$ cat src/rtl/branch_chkpt_ctrl.sv
// Branch checkpoint controller for rename: allocates tags, snapshots RAT/free-list
// state and drives one-cycle recovery on mispredict. Optional stats: CHKPT_STATS_EN.
module branch_chkpt_ctrl #(
  parameter int PREG_W    = 6,
  parameter int PREGS     = 64,
  parameter int NUM_CHKPT = 8
) (
  input  logic                       clk_i,
  input  logic                       rst_i,
  output logic                       chkpt_avail_o,
  output logic [3:0]                 chkpt_tag_o,
  input  logic                       chkpt_we_i,
  input  logic [32*PREG_W-1:0]       chkpt_rat_map_i,
  input  logic [PREG_W-1:0]          chkpt_fl_head_i,
  input  logic [PREG_W-1:0]          chkpt_fl_tail_i,
  input  logic [$clog2(PREGS):0]     chkpt_fl_free_count_i,
  input  logic                       commit_free_valid_i,
  input  logic                       resolve_valid_i,
  input  logic [3:0]                 resolve_tag_i,
  input  logic                       resolve_mispredict_i,
  output logic                       rat_recover_o,
  output logic [32*PREG_W-1:0]       rat_recover_map_o,
  output logic                       fl_recover_o,
  output logic [PREG_W-1:0]          fl_recover_head_o,
  output logic [PREG_W-1:0]          fl_recover_tail_o,
  output logic [$clog2(PREGS):0]     fl_recover_free_count_o,
  output logic                       commit_hold_o,
  output logic [31:0]                mispredict_cnt_o
);

  localparam int PTR_W = $clog2(NUM_CHKPT);
  localparam int CNT_W = $clog2(PREGS) + 1;
  localparam int MAP_W = 32 * PREG_W;

  typedef enum logic {IDLE, RECOVER} state_e;

  state_e                 state_q, state_d;
  logic [NUM_CHKPT-1:0]   valid_q, valid_d, squash_mask;
  logic [PTR_W-1:0]       alloc_ptr_q, alloc_ptr_d, alloc_ptr_inc, tag_idx;
  logic                   tag_ok, tag_hit, mp_fire, cr_fire, alloc_fire;

  logic [MAP_W-1:0]       rat_q  [NUM_CHKPT];
  logic [PREG_W-1:0]      head_q [NUM_CHKPT];
  logic [PREG_W-1:0]      tail_q [NUM_CHKPT];
  logic [CNT_W-1:0]       cnt_q  [NUM_CHKPT];

  logic [MAP_W-1:0]       rec_map_q;
  logic [PREG_W-1:0]      rec_head_q, rec_tail_q, sel_tail;
  logic [CNT_W-1:0]       rec_cnt_q, sel_cnt;

  assign tag_idx       = resolve_tag_i[PTR_W-1:0];
  assign tag_ok        = ({1'b0, resolve_tag_i} < 5'(NUM_CHKPT));
  assign tag_hit       = tag_ok && valid_q[tag_idx];
  assign mp_fire       = (state_q == IDLE) && resolve_valid_i && resolve_mispredict_i && tag_hit;
  assign cr_fire       = (state_q == IDLE) && resolve_valid_i && !resolve_mispredict_i && tag_hit;
  assign alloc_fire    = (state_q == IDLE) && chkpt_we_i && !valid_q[alloc_ptr_q] && !mp_fire;
  assign alloc_ptr_inc = (alloc_ptr_q == PTR_W'(NUM_CHKPT - 1)) ? '0 : alloc_ptr_q + 1'b1;

  // Recovery data must already include a commit free landing in the mispredict cycle
  assign sel_tail = tail_q[tag_idx] + PREG_W'(commit_free_valid_i);
  assign sel_cnt  = (commit_free_valid_i && (cnt_q[tag_idx] != CNT_W'(PREGS)))
                    ? cnt_q[tag_idx] + 1'b1 : cnt_q[tag_idx];

  // Younger slots lie circularly between the mispredicted tag and alloc_ptr; when
  // alloc_ptr has wrapped onto the tag every other live slot is younger.
  always_comb begin
    squash_mask = '0;
    for (int i = 0; i < NUM_CHKPT; i++) begin
      if ((alloc_ptr_q == tag_idx) ||
          (((i + NUM_CHKPT - int'(tag_idx)) % NUM_CHKPT) <
           ((int'(alloc_ptr_q) + NUM_CHKPT - int'(tag_idx)) % NUM_CHKPT)))
        squash_mask[i] = 1'b1;
    end
  end

  always_comb begin
    valid_d     = valid_q;
    alloc_ptr_d = alloc_ptr_q;
    if (mp_fire) begin
      valid_d     = valid_q & ~squash_mask;
      alloc_ptr_d = tag_idx;
    end else begin
      if (cr_fire)
        valid_d[tag_idx] = 1'b0;
      if (alloc_fire) begin
        valid_d[alloc_ptr_q] = 1'b1;
        alloc_ptr_d          = alloc_ptr_inc;
      end
    end
  end

  always_ff @(posedge clk_i or posedge rst_i) begin
    if (rst_i) begin
      state_q     <= IDLE;
      valid_q     <= '0;
      alloc_ptr_q <= '0;
      rec_map_q   <= '0;
      rec_head_q  <= '0;
      rec_tail_q  <= '0;
      rec_cnt_q   <= '0;
    end else begin
      state_q     <= state_d;
      valid_q     <= valid_d;
      alloc_ptr_q <= alloc_ptr_d;
      if (mp_fire) begin
        rec_map_q  <= rat_q[tag_idx];
        rec_head_q <= head_q[tag_idx];
        rec_tail_q <= sel_tail;
        rec_cnt_q  <= sel_cnt;
      end
    end
  end

  // A freshly written slot takes the incoming values; the free list already applied any same-cycle free
  always_ff @(posedge clk_i) begin
    for (int i = 0; i < NUM_CHKPT; i++) begin
      if (alloc_fire && (alloc_ptr_q == PTR_W'(i))) begin
        rat_q[i]  <= chkpt_rat_map_i;
        head_q[i] <= chkpt_fl_head_i;
        tail_q[i] <= chkpt_fl_tail_i;
        cnt_q[i]  <= chkpt_fl_free_count_i;
      end else if (commit_free_valid_i && valid_q[i]) begin
        tail_q[i] <= tail_q[i] + 1'b1;
        if (cnt_q[i] != CNT_W'(PREGS))
          cnt_q[i] <= cnt_q[i] + 1'b1;
      end
    end
  end

  always_comb begin
    state_d = IDLE;
    if ((state_q == IDLE) && mp_fire)
      state_d = RECOVER;
  end

  always_comb begin
    chkpt_avail_o           = (state_q == IDLE) && !valid_q[alloc_ptr_q];
    chkpt_tag_o             = 4'(alloc_ptr_q);
    rat_recover_o           = (state_q == RECOVER);
    fl_recover_o            = (state_q == RECOVER);
    commit_hold_o           = (state_q == RECOVER);
    rat_recover_map_o       = (state_q == RECOVER) ? rec_map_q  : '0;
    fl_recover_head_o       = (state_q == RECOVER) ? rec_head_q : '0;
    fl_recover_tail_o       = (state_q == RECOVER) ? rec_tail_q : '0;
    fl_recover_free_count_o = (state_q == RECOVER) ? rec_cnt_q  : '0;
  end

`ifdef CHKPT_STATS_EN
  logic [31:0] mp_cnt_q;

  always_ff @(posedge clk_i or posedge rst_i) begin
    if (rst_i)
      mp_cnt_q <= '0;
    else if (mp_fire)
      mp_cnt_q <= mp_cnt_q + 32'd1;
  end

  assign mispredict_cnt_o = mp_cnt_q;
`else
  assign mispredict_cnt_o = '0;
`endif

endmodule
$ cat config.mk
export PLATFORM = sky130hd
export DESIGN_NAME = branch_chkpt_ctrl
export DESIGN_NICKNAME = d
export VERILOG_FILES = /design/src/rtl/branch_chkpt_ctrl.sv
export SDC_FILE = /design/constraint.sdc
export NUM_CORES = 2
export LEC_CHECK = 0
export CORE_MARGIN = 2
export CORE_UTILIZATION = 35
export CTS_CLUSTER_DIAMETER = 120
export CTS_CLUSTER_SIZE = 8
export DETAILED_ROUTE_END_ITERATION = 6
export PLACE_DENSITY = 0.56
export SLEW_MARGIN = 20
export SYNTH_ARGS = -nofsm -noshare
export SYNTH_HDL_FRONTEND = slang
export SYNTH_SLANG_ARGS = --single-unit
$ cat constraint.sdc
create_clock -name clk_i -period 20.7 [get_ports clk_i]
set_input_delay 3.105 -clock clk_i [delete_from_list [all_inputs] [get_ports clk_i]]
set_output_delay 3.105 -clock clk_i [all_outputs]
set_load 0.05 [all_outputs]
==> results.json <==
{
  "die_y_microns": 472,
  "yosysSeqAreaShare": 0.735,
  "cp_max_fo": 72,
  "viasPerCell": 5.20,
  "num_vias": 40438,
  "regArea_sq_mm": 0.0563,
  "grt_overflow_total": 0,
  "crit_arrival_ns": 8.52,
  "reg2reg_depth": 9,
  "clk_pin_slew_ns": 0.05,
  "io_pins": 472,
  "maxSlewHeadroom": 0.265,
  "rows": 171,
  "yosys_warnings": 0,
  "finalCriticalPeriod_ns": 8.03,
  "critPathKind": "in2reg",
  "netlist-cell-type-count": 66,
  "slew_viol_final": 0,
  "vdd_drop_max_mv": 0.0810,
  "power.total_mw": 11.2,
  "synth-async-reset-ratio": 0.117,
  "core-area_sq_mm": 0.217,
  "grt_setup_unrepaired": "no",
  "synth_edf_count": 1688,
  "drive_above_1_share": 0.182,
  "cap_viol_max_count": 0,
  "synth_most_common_cell": "edfxtp_1",
  "hold_violations": 0,
  "p_leak_nw": 30.5,
  "synthFlopType": "edfxtp_1",
  "syn-cell-area_sq_mm": 0.0766,
  "synth-seq-cells": 1911,
  "cts_max_path_buffers": 4,
  "r2r_slack_ns": 14.79,
  "root_buffer": "clkbuf_16",
  "routedWlPerCell_microns": 25.9,
  "grt_first_pass_wirelength_mm": 294,
  "power.density_mw_per_mm2": 122,
  "crit_path_start_kind": "input pin",
  "max_freq_mhz": 124,
  "layout.nets": 5015,
  "first_iter_violations": 3219,
  "multi_input_area_sq_mm": 0.0189,
  "grt_max_degree": 111,
  "initial_core_util": 0.352,
  "fillers": 19247,
  "first_pass_iters": 5,
  "status": "complete, no violations",
  "worst_pin_slew_ns": 1.10,
  "tritoncts": "yes",
  "cts_buffers": 289,
  "crit-reg2reg-launch": "commit_hold_o",
  "required_ns": 21.19,
  "htree_levels": 5,
  "synth_top_area_share": 0.662,
  "dp_hpwl_mm": 116,
  "min_path_type": "reg2reg",
  "gp_congestion": 0.758,
  "setup_viol": 0,
  "hold_buffers": 0,
  "port_buffers": 438,
  "die_w_microns": 472,
  "cts_num_sinks": 1911,
  "dieArea_sq_mm": 0.223,
  "syn_to_final_growth_pct": 20.2,
  "drc_errors": 0,
  "antenna_found_initial": 48,
  "grt_usage": 0.180,
  "first_global_vias": 41764,
  "drt_wl_total_mm": 202,
  "crit_end": "rat_q[4][153]",
  "post-cts-setup-buffer-count": 0,
  "post_cts_resized": 0,
  "postSynthAreaPerCell_sq_um": 18.3,
  "synth_top_cells_by_area": "edfxtp_1 66%, mux4_2 13%, dfrtp_1 7.3%",
  "startpoint": "resolve_tag_i[2]",
  "period_share": 0.388,
  "clk_latency_ns": 0.89,
  "clock_skew_ns": 0.0666,
  "synthCells": 4184,
  "yosysTopAreaCell": "edfxtp_1",
  "cp-end-kind": "flip-flop",
  "ant_nets": 0,
  "synth_common_cells": "1,688 x edfxtp_1, 464 x nand2_1, 425 x mux4_2",
  "timing.rr.end": "rat_q[4][153]",
  "fin_setup_tns_ns": 0
}
## worst max-delay path, stage by stage
cell and delay [ns]:
buf_8 0.48, buf_4 0.82, nand2_1 0.16, o2111a_1 0.29
nand2_2 0.06, buf_4 0.58, nand3_1 0.44, inv_8 0.51
buf_4 0.76, buf_4 0.90
## worst min path at each step
| stage | from | end | slack [ns] | depth (start not counted) |
|---|---|---|---|---|
| global placement | rec_tail_q[1] | rec_tail_q[1] | 0.46 | 2 |
| floorplan | rec_tail_q[0] | rec_tail_q[0] | 0.44 | 2 |
| global route | rec_tail_q[3] | rec_tail_q[3] | 0.50 | 2 |
| finish | rec_tail_q[1] | rec_tail_q[1] | 0.47 | 2 |
| CTS | rec_tail_q[1] | rec_tail_q[1] | 0.47 | 2 |
| detailed placement | rec_tail_q[1] | rec_tail_q[1] | 0.46 | 2 |
## flip-flops by register name (all words and copies together), names as in the netlist
name and flops:
alloc_ptr_q 3, cnt_q 56, commit_hold_o 1, head_q 48, rat_q 1536, rec_cnt_q 7
rec_head_q 6, rec_map_q 192, rec_tail_q 6, tail_q 48, valid_q 8
## final cells by class
type,instances,share of cell area
antenna,10,0.000272
clock buffer,457,0.0867
clock inverter,8,0.00101
inverter,49,0.00290
multi-input combinational,1994,0.205
sequential,1911,0.612
tap,2854,0.0388
timing repair buffer,498,0.0532
## power breakdown
part | switching [mW] | internal [mW] | leakage, nW
combinational | 1.05 | 0.631 | 8.82
clock | 1.60 | 2.61 | 3.86
sequential | 0.371 | 4.96 | 17.8
total | 3.02 | 8.19 | 30.5
## cells by family (layout without fill, tap and decap cells)
logic type / Yosys count / in the layout / share of synthesized area
other: 1 / 43 / 0.0000490
AO/OA/AOI/OAI: 283 / 283 / 0.0266
multiplexers: 545 / 545 / 0.142
XOR/XNOR: 81 / 81 / 0.00927
flip-flops: 1911 / 1911 / 0.735
AND/OR/NAND/NOR: 998 / 998 / 0.0585
buffers and inverters: 311 / 1012 / 0.0198
adder cells (fa/ha/maj): 54 / 54 / 0.00883
## per-stage QoR
step / setup slack [ns] / hold WS, ns / instances / instance area (sq um) / util
after floorplan: 11.49 / 0.438 / 4216 / 76700 / -
after global placement: 11.84 / 0.463 / 7305 / 83900 / 0.386
after detailed placement: 11.74 / 0.457 / 7305 / 83900 / 0.386
after CTS: 12.69 / 0.470 / 7770 / 91900 / 0.423
after global routing: 12.40 / 0.497 / 7776 / 92000 / 0.423
final: 12.67 / 0.468 / 7781 / 92000 / 0.423
## placed cells by master, fill, tap and decap left out, types with 50 or more instances in the layout
| cell | count |
|---|---|
| a31oi_1 | 199 |
| and2_1 | 219 |
| buf_4 | 57 |
| clkbuf_1 | 162 |
| clkbuf_16 | 294 |
| clkdlybuf4s50_1 | 435 |
| dfrtp_1 | 222 |
| edfxtp_1 | 1688 |
| ha_1 | 50 |
| mux2_2 | 62 |
| mux4_2 | 425 |
| nand2_1 | 464 |
| nor2_1 | 224 |
| xnor2_1 | 60 |
## routing by layer
metal | vias to the layer above | share of wire | track usage
met1 | 21398 | 0.44 | 0.247
met5 | - | 0.0014 | 0
met4 | 42 | 0.026 | 0.0552
met2 | 1170 | 0.48 | 0.288
met3 | 383 | 0.055 | 0.0369
li1 | 17445 | - | -
No activity file was read; power rests on OpenSTA's default activity.
